[src/rtl/spike_packetizer.sv]
// Serialises each captured spike vector into 32-bit packets {node, tag, index}
// and offers them through a first-word-fall-through FIFO with valid/ready.
module spike_packetizer #(
   parameter int         NUM_NEURONS = 4,
   parameter logic [7:0] NODE_ID     = 8'h00,
   parameter int         FIFO_DEPTH  = 8
) (
   input  logic                           clk,
   input  logic                           rst,
   input  logic [NUM_NEURONS-1:0]         spike_vec,
   input  logic                           spike_valid,
   output logic                           busy,
   output logic                           drop_flag,
   input  logic                           drop_clear,
   output logic [31:0]                    pkt_data,
   output logic                           pkt_valid,
   input  logic                           pkt_ready,
   output logic [$clog2(FIFO_DEPTH):0]    fifo_count,
   output logic [7:0]                     timestep
);

   localparam int AW = $clog2(FIFO_DEPTH);
   localparam int CW = AW + 1;

   typedef enum logic {IDLE, SCAN} state_t;

   state_t                 state;
   logic [NUM_NEURONS-1:0] shadow;
   logic [NUM_NEURONS-1:0] low_bit;
   logic [NUM_NEURONS-1:0] rest;
   logic [7:0]             tag;
   logic [15:0]            idx;
   logic [31:0]            push_word;
   logic [31:0]            mem [FIFO_DEPTH];
   logic [AW-1:0]          wr_ptr;
   logic [AW-1:0]          rd_ptr;
   logic [AW-1:0]          rd_next;
   logic [CW-1:0]          count;
   logic [CW-1:0]          count_next;
   logic [31:0]            head_next;
   logic                   full;
   logic                   push;
   logic                   pop;

   // Isolate the lowest set bit; the remainder decides when the scan ends.
   always_comb begin
      low_bit = shadow & (~shadow + NUM_NEURONS'(1));
      rest    = shadow & ~low_bit;
   end

   always_comb begin
      idx = '0;
      for (int i = NUM_NEURONS - 1; i >= 0; i--) begin
         if (shadow[i]) idx = 16'(i);
      end
   end

   assign push_word  = {NODE_ID, tag, idx};
   assign full       = (count == CW'(FIFO_DEPTH));
   assign pkt_valid  = (count != '0);
   assign push       = (state == SCAN) && !full;
   assign pop        = pkt_valid && pkt_ready;
   assign rd_next    = pop ? rd_ptr + AW'(1) : rd_ptr;
   assign fifo_count = count;

   always_comb begin
      count_next = count;
      unique case ({push, pop})
         2'b10:   count_next = count + CW'(1);
         2'b01:   count_next = count - CW'(1);
         default: count_next = count;
      endcase
   end

   // Registered head: a freshly pushed word becomes head when nothing older remains.
   always_comb begin
      head_next = pkt_data;
      if (count_next != '0) begin
         if (count == '0 || (pop && count == CW'(1)))
            head_next = push_word;
         else
            head_next = mem[rd_next];
      end
   end

   always_ff @(posedge clk) begin
      if (push) mem[wr_ptr] <= push_word;
   end

   always_ff @(posedge clk or posedge rst) begin
      if (rst) begin
         wr_ptr   <= '0;
         rd_ptr   <= '0;
         count    <= '0;
         pkt_data <= '0;
      end else begin
         if (push) wr_ptr <= wr_ptr + AW'(1);
         rd_ptr   <= rd_next;
         count    <= count_next;
         pkt_data <= head_next;
      end
   end

   always_ff @(posedge clk or posedge rst) begin
      if (rst) begin
         state     <= IDLE;
         busy      <= 1'b0;
         shadow    <= '0;
         tag       <= '0;
         timestep  <= '0;
         drop_flag <= 1'b0;
      end else begin
         if (state == SCAN && spike_valid)
            drop_flag <= 1'b1;
         else if (drop_clear)
            drop_flag <= 1'b0;

         unique case (state)
            IDLE: begin
               if (spike_valid) begin
                  shadow   <= spike_vec;
                  tag      <= timestep;
                  timestep <= timestep + 8'd1;
                  if (spike_vec != '0) begin
                     state <= SCAN;
                     busy  <= 1'b1;
                  end
               end
            end
            SCAN: begin
               if (push) begin
                  shadow <= rest;
                  if (rest == '0) begin
                     state <= IDLE;
                     busy  <= 1'b0;
                  end
               end
            end
            default: begin
               state <= IDLE;
               busy  <= 1'b0;
            end
         endcase
      end
   end

endmodule

[config.mk]
export PLATFORM = sky130hd
export DESIGN_NAME = spike_packetizer
export DESIGN_NICKNAME = d
export VERILOG_FILES = /design/src/rtl/spike_packetizer.sv
export SDC_FILE = /design/constraint.sdc
export NUM_CORES = 1
export LEC_CHECK = 0
export CAP_MARGIN = 20
export CORE_UTILIZATION = 57
export DETAILED_ROUTE_END_ITERATION = 8
export PLACE_DENSITY = 0.88
export SLEW_MARGIN = 15
export SYNTH_ARGS = -nofsm -noshare
export SYNTH_HDL_FRONTEND = slang
export SYNTH_SLANG_ARGS = --single-unit
[constraint.sdc]
create_clock -name clk -period 3.7 [get_ports clk]
set_input_delay 0.37 -clock clk [delete_from_list [all_inputs] [get_ports clk]]
set_output_delay 0.37 -clock clk [all_outputs]
set_load 0.03 [all_outputs]
==> results.sh <==
export IMPL_port_buffers=33
export IMPL_num_rows=36
export IMPL_power_density_mw_per_mm2=1010
export IMPL_wl_per_cell_um=20.9
export IMPL_postCtsSetupRepairBufs=0
export IMPL_place_inst=548
export IMPL_antenna_cells=0
export IMPL_antenna_found_initial=0
export IMPL_maxSlewHeadroom=0.301
export IMPL_seqPwrFrac=0.335
export IMPL_grt_usage=0.262
export IMPL_syn_to_final_growth_pct=19.1
export IMPL_leakagePower_nw=2.60
export IMPL_critPathSlowestCell="dfrtp_1"
export IMPL_remaining_drc_errors=0
export IMPL_yosysWarnings=0
export IMPL_numCtsBuffers=17
export IMPL_worst_slew_pin_slew_ns=1.05
export IMPL_worst_r2r_path_depth=11
export IMPL_die_h_um=103
export IMPL_grt_pass1_vias=3622
export IMPL_synth_main_ff_cell="edfxtp_1"
export IMPL_avgSynthCellArea_um2=15.0
export IMPL_path_cells="inv_1, ha_1, or3b_1, nand2_1, buf_4, ha_1, nor2b_1, o31a_1, nor4b_2, o21a_1, o31ai_1"
export IMPL_fin_hold_ws_ns=0.288
export IMPL_pwr_share_clk=0.262
export IMPL_drive_above_1_share=0.228
export IMPL_period_needed_ns=3.45
export IMPL_peakVddDrop_uv=572
export IMPL_drv_cap=0
export IMPL_dieArea_mm2=0.0105
export IMPL_cp_common_cell="ha_1"
export IMPL_synth_area_mm2=0.00577
export IMPL_critPathLaunchType="register"
export IMPL_dp_hpwl_um=7480
export IMPL_final_area_mm2=0.00687
export IMPL_yosysTopAreaCell="edfxtp_1"
export IMPL_slowest_delay_ns=0.52
export IMPL_yosys_area_top_type_share=0.417
export IMPL_status="finished, final reports clean"
export IMPL_p_switching_w=0.00256
export IMPL_critical_path_max_fanout=11
export IMPL_fmaxAchievable_ghz=0.290
export IMPL_hold_path_class="input pin to async pin"
export IMPL_synth_cells=385
export IMPL_switching_share=0.369
export IMPL_final_cell_mix="edfxtp_1 (80), dfrtp_1 (43), clkdlybuf4s50_1 (33), mux2_2 (22), conb_1 (22)"
export IMPL_synth_edf_count=80
export IMPL_worstReg2RegStart="fifo_count[0]"
export IMPL_total_power_w=0.00695
export IMPL_synth_seq_cells=123
export IMPL_postCtsResizedCells=0
export IMPL_fin_crit_sh=0.932
export IMPL_hold_buffers=0
export IMPL_maxSlewViolCount=0
export IMPL_root_buffer="clkbuf_8"
export IMPL_critPathKind="register to register"
export IMPL_rsz0062_at_grt="no"
export IMPL_endpoint_kind="register"
export IMPL_arrival_ns=3.83
export IMPL_cts_tree="built"
export IMPL_routed_wl_um=12100
export IMPL_antenna_left=0
export IMPL_clockBufferDepth=2
export IMPL_vias=3547
export IMPL_drtPass1Iterations=5
export IMPL_grt_pass1_wl_um=19600
export IMPL_clkLatencyLatePin_ns=0.52
export IMPL_finalNetCount=451
export IMPL_synth_area_leaders="edfxtp_1 (42%), dfrtp_1 (19%), mux4_2 (7.8%)"
export IMPL_path_clk_slew_ns=0.06
export IMPL_p_int_w=0.00438
export IMPL_power_frac_comb=0.403
export IMPL_hold_viol=0
export IMPL_viasPerCell=6.12
export IMPL_grt_ovfl_total=0
export IMPL_core_area_mm2=0.00977
export IMPL_setup_viol=0
export IMPL_tns_ns=0
export IMPL_htree_levels=4
export IMPL_skew_ns=0.00566
export IMPL_die_w_um=103
export IMPL_r2r_end="pkt_data[17]"
export IMPL_place_gp_congestion=0.860
export IMPL_ys_async_sr_fraction=0.350
export IMPL_r2r_setup_slack_ns=0.25
export IMPL_synth_cell_types=54
export IMPL_final_cells=580
export IMPL_ys_seq_area_frac=0.603
export IMPL_io_pins=56
export IMPL_start_util=0.590
export IMPL_drt_iter0_drc=273
export IMPL_placed_area_mm2=0.00621
export IMPL_critPathRequiredTime_ns=4.09
export IMPL_cts_num_sinks=123
export IMPL_grt_max_degree=44
export IMPL_layout_commonest_cell="edfxtp_1"
==> power by group through the flow <==
stage	logic (W)	clock network, W	registers (W)
6_report	0.00280	0.00182	0.00233
5_1_grt	0.00299	0.00189	0.00238
4_1_cts	0.00280	0.00183	0.00233
3_5_place_dp	0.00274	0	0.00234
2_1_floorplan	0.00186	0	0.00242
3_3_place_gp	0.00264	0	0.00229
==> per-stage QoR <==
stage | setup slack (ns) | utilization
after floorplan | 0.223 | -
after global placement | 0.561 | 0.635
after detailed placement | 0.370 | 0.635
after CTS | 0.272 | 0.703
after global routing | 0.0218 | 0.703
final | 0.251 | 0.703
==> how the worst max path moves through the flow <==
stage,start,cells past startpoint,endpoint,slack [ns]
6_report,fifo_count[0],11,pkt_data[17],0.25
4_1_cts,fifo_count[0],11,pkt_data[17],0.27
5_1_grt,fifo_count[0],11,pkt_data[17],0.02
2_1_floorplan,fifo_count[1],13,pkt_data[0],0.22
3_5_place_dp,fifo_count[0],11,pkt_data[17],0.37
3_3_place_gp,fifo_count[0],11,pkt_data[0],0.56
==> routing by layer <==
layer  GRT usage  part of all wire  up-vias
met1       0.325              0.40     1806
met3      0.0610             0.056       32
met2       0.440              0.52      162
met4       0.121             0.021        0
met5           0                 0        -
li1            -                 -     1547
==> synthesized netlist by cell type, types with 10 or more instances <==
cell type / count
mux2i_1: 12
mux4_2: 20
mux2_2: 22
o2bb2ai_1: 10
o211ai_1: 10
o21ai_0: 10
edfxtp_1: 80
buf_4: 22
nand2_1: 19
o22ai_1: 10
dfrtp_1: 43
inv_1: 10
==> cells by family (layout without fill, tap and decap cells) <==
logic type,count (synthesis),count (layout),share of synthesized area
DFF,123,123,0.603
AOI/OAI and AO/OA,72,72,0.0985
muxes,61,61,0.156
and+or+nand+nor,60,60,0.0575
buffers and inverters,50,91,0.0519
adders and majority gates,9,9,0.0191
xor gates and xnor gates,9,9,0.0137
other,1,22,0.000650
==> flip-flops by register name (all words and copies together), names as in the netlist <==
register	count
wr_ptr	3
busy	1
rd_ptr	3
state	1
tag	8
drop_flag	1
timestep	8
fifo_count	4
pkt_data	10
shadow	4
mem	80
==> area by class of cell <==
type / instances / area, um^2
Multi-Input combinational cell: 233 / 2080
Timing Repair Buffer: 48 / 443
Sequential cell: 123 / 3480
Tap cell: 133 / 166
Inverter: 11 / 41.3
Fill cell: 609 / 2910
Clock buffer: 20 / 478
Clock inverter: 12 / 181
==> worst max-delay path: cells and delay by family, from the launching register on <==
kind,cells,cell delay (ns)
fa+ha+maj,2,0.59
flops,1,0.52
simple gates,4,0.99
compound gates,3,0.89
buf+inv,2,0.31
(Power assumes the default switching activity.)
==> patch 1 (config.mk and constraints unchanged) <==
Change the parameter `NUM_NEURONS` from 4 to 3.
--- a/src/rtl/spike_packetizer.sv
+++ b/src/rtl/spike_packetizer.sv
@@ -2,5 +2,5 @@
 // and offers them through a first-word-fall-through FIFO with valid/ready.
 module spike_packetizer #(
-   parameter int         NUM_NEURONS = 4,
+   parameter int         NUM_NEURONS = 3,
    parameter logic [7:0] NODE_ID     = 8'h00,
    parameter int         FIFO_DEPTH  = 8
Ports: changed (resized spike_vec); port bits go from 56 to 55. The function was not compared with the original's and may differ.
==> patch 1 against the unedited design <==
Routed wire length decreased by 5.8%. Power is 5.3% lower. Setup slack better by 0.0078 ns. Final area down 1.5%. Global-route usage decreased by 2.0 points. Area after synthesis about the same. Count of clock-buffer cells in the layout stayed put. Sequential cell count fell by 1. Critical path depth did not move. Non-clock buffer count is 1 lower.
==> patch 1: results (changes against the unedited design) <==
clock_skew_ns: 0.007762  # +0.002101 ns
gp_congestion: 0.7991  # -7.0%
power.leakage_nw: 2.582  # -0.85%
comb_cell_power_mw: 2.75  # -2%
pwr-share-seq_pct: 34.4  # +0.9 points
place_ws_ns: 0.2100  # -0.1603 ns
seq_cell_power_mw: 2.26  # -3%
grt_use_met2_pct: 40.00  # -4.0 points
wl_met3_um: 788  # +15%
wl_met2_um: 5824  # -8.3%
dpl-instance-area_um2: 6185  # -0.40%
muxShareOfSynthArea_pct: 13.80  # -1.8 points
drt_first_pass_iters: 4  # -1
grt_max_degree: 43  # -2.3%
area_growth_pct: 17.29
dieArea_um2: 10530  # about the same
grt.met1_usage_pct: 30.55  # -2.0 points
multi_input_cells: 247  # +6.0%
buffers: 47  # -2.1%
stdcell_count: 591  # +1.9%
clock_cell_area_share_pct: 8.526  # -1.1 points
wl_met1_um: 4517  # -6.8%
drt-initial-drc-count: 346  # +27%
io_buffers: 32  # -3.0%
synth-seq-area-share_pct: 59.87  # -0.45 points
dp.cells: 559  # +2.0%
multi_input_area_um2: 2098  # +0.84%
dp_hpwl_um: 7545  # +0.92%
synth_cells: 399  # +3.6%
area.sequential_um2: 3453  # -0.72%
final_nets: 461  # +2.2%
status: "completed"
synth_xor_xnor_area_share_pct: 1.367  # about the same
n_all_inverters: 10  # -1
## patch 1: final timing paths
| kind | slack, ns | cells past startpoint | end | start |
|---|---|---|---|---|
| min in group clk | 0.43 | 2 | drop_flag | drop_clear |
| max reg2reg | 0.26 | 11 | pkt_data[22] | fifo_count[0] |
| min reg2reg | 0.50 | 1 | busy | state |
| min | 0.30 | 3 | wr_ptr[0] | rst |
| max in group asynchronous | 3.03 | 3 | pkt_data[17] | rst |
| max | 0.26 | 11 | pkt_data[22] | fifo_count[0] |
## patch 1: worst max-delay path, cell delays in order (launching register included)
cell,delay [ns]
dfrtp_1,0.49
inv_1,0.11
ha_1,0.27
and2b_1,0.24
a21o_1,0.20
inv_1,0.13
ha_1,0.31
nor2b_1,0.17
o31a_2,0.34
nor4b_2,0.35
o21a_1,0.53
o31ai_2,0.16
==> patch 2 (same flow settings) <==
Made on the original files. Compare `count` against `CW'(FIFO_DEPTH)` with >= in place of ==.
--- a/src/rtl/spike_packetizer.sv
+++ b/src/rtl/spike_packetizer.sv
@@ -57,5 +57,5 @@
 
    assign push_word  = {NODE_ID, tag, idx};
-   assign full       = (count == CW'(FIFO_DEPTH));
+   assign full       = (count >= CW'(FIFO_DEPTH));
    assign pkt_valid  = (count != '0);
    assign push       = (state == SCAN) && !full;
Check against the original RTL: no difference found for any inputs over 4 cycles, from zero or initial values and one cycle with rst high; that may be too few to reach the edited logic, so the function may still have changed.
==> patch 2 against the unedited design <==
Area after synthesis is 9.6% higher. Via count up 29%. Clock skew is 0.0059 ns higher. Critical path depth down 1. Power rose by 3.4%. Final area is 6.5% higher. First-iteration DRC count increased by 77%. Setup slack improved by 0.015 ns. Routed wire length grew 25%. Sequential cell count unchanged. Sequential share of layout area shrank 3.1 points.
==> patch 2: results (changes against the unedited design) <==
gr-usage-all-layers_pct: 28.49  # +2.3 points
dp.cells: 680  # +24%
cts_htree_levels: 4  # unchanged
synth_compound_area_share_pct: 16.01  # +6.2 points
drt-initial-drc-count: 482  # +77%
rrSetupSlack_ns: 0.27
power.leakage_nw: 2.661  # +2.2%
dp_hpwl_um: 9236  # +24%
crit_end: "pkt_data[16]"
synth.distinct_cells: 46  # -15%
clkTransAtPathRegs_ns: 0.06  # about the same
synth_warnings: 0  # unchanged
clock_skew_ns: 0.01160  # +0.005939 ns
gp_congestion: 0.9330  # +8.5%
clock_latency_ns: 0.52  # about the same
grt_pass1_wl_um: 23960  # +23%
drt_first_pass_iters: 6  # +1
area_growth_pct: 15.75
clk_path_buf_depth: 2  # unchanged
synth_ff_type: "edfxtp_1"
synth-seq-area-share_pct: 55.02  # -5.3 points
num_vias: 4581  # +29%
drive_above_1_share_pct: 17.63  # -5.2 points
reg2reg_from: "fifo_count[0]"
io_buffers: 33  # unchanged
drt-total-wl_um: 15180  # +25%
root_buffer: "clkbuf_8"
post_cts_buffers: 0  # unchanged
reg2regPathDepth: 10  # -1
yosys.area_share.adder_pct: 1.583  # -0.33 points
synth_cells: 524  # +36%
antenna_found_initial: 0  # unchanged
synth_top_cells_by_count: "edfxtp_1 (80), a211oi_1 (60), dfrtp_1 (43), nor2b_1 (43), mux2i_1 (33)"
crit_fanout: 20  # +9
ys_async_sr_fraction_pct: 34.96  # unchanged
muxShareOfSynthArea_pct: 8.609  # -6.9 points
ir_worst_vdd_mv: 0.6593  # +15%
final_nets: 577  # +28%
n_fill_cell: 746  # +22%
crit_path_start: "fifo_count[0]"
critPathArrivalTime_ns: 3.80  # -0.03 ns
first_global_vias: 4490  # +24%
synth_xor_xnor_area_share_pct: 1.247  # -0.12 points
numCtsBuffers: 17  # unchanged
max_freq_mhz: 291.2  # +0.44%
worst_slew_pin_slew_ns: 0.9347  # -0.1107 ns
stdcell_count: 713  # +23%
status: "completed"
place_ws_ns: 0.3425  # -0.02779 ns
synth_edf_count: 80  # unchanged
cts_resized: 0  # unchanged
synth_area_leaders: "edfxtp_1 (38%), dfrtp_1 (17%), a211oi_1 (7.1%)"
grt_max_degree: 53  # +20%
final_antenna_net_count: 0  # unchanged
diodes: 0  # unchanged
min_path_type: "input pin to async pin"
largestRegisters: "mem: 80 flops, pkt_data: 10 flops"
dpl-instance-area_um2: 6740  # +8.5%
## patch 2: cell count changes after synthesis, sizes merged, moves of 16 or more
cell	delta
nor2	+16
clkbuf	+23
mux2i	+21
a211oi	+58
mux4	-20
o311ai	+22
nor2b	+38
## patch 2: worst max-delay path, cell delays in order, from the launching register on
cell and delay, ns:
dfrtp_1 0.48, inv_1 0.10, ha_1 0.27, nor3b_2 0.31, nor2_1 0.13, ha_1 0.40, or3_1 0.37, a32o_2 0.28
or4_4 0.69, nor2_2 0.20, a31oi_2 0.05
## patch 2: cell type report
type / count / share of cell area (%)
inverters: 12 / 0.6155
multi-input cells: 351 / 34.88
clock inverters: 13 / 2.069
repair buffers: 55 / 6.736
flip-flops and latches: 123 / 47.55
well taps: 140 / 2.394
clock buffers: 19 / 5.762
## patch 2: worst min-delay path by stage
stage | from | end | slack, ns | cells after the start
floorplan | drop_clear | drop_flag | 0.48 | 1
global placement | timestep[7] | timestep[7] | 0.49 | 1
detailed placement | timestep[7] | timestep[7] | 0.49 | 1
CTS | drop_clear | drop_flag | 0.39 | 2
global route | drop_clear | drop_flag | 0.40 | 2
finish | rst | timestep[0] | 0.38 | 2
## patch 2: metal layers
| metal | up-vias | global-route usage [%] | share of wire (%) |
|---|---|---|---|
| met5 | - | 0 | 0 |
| met4 | 0 | 13.99 | 3.7 |
| met3 | 53 | 5.872 | 7.9 |
| met2 | 261 | 47.70 | 50 |
| met1 | 2244 | 35.28 | 38 |
| li1 | 2023 | - | - |
## patch 2: report_power, final
group	internal, mW	switching, mW	total [mW]
sequential	1.96	0.379	2.34
clock	1.02	0.591	1.61
combinational	1.22	2.02	3.24
total	4.20	2.99	7.18
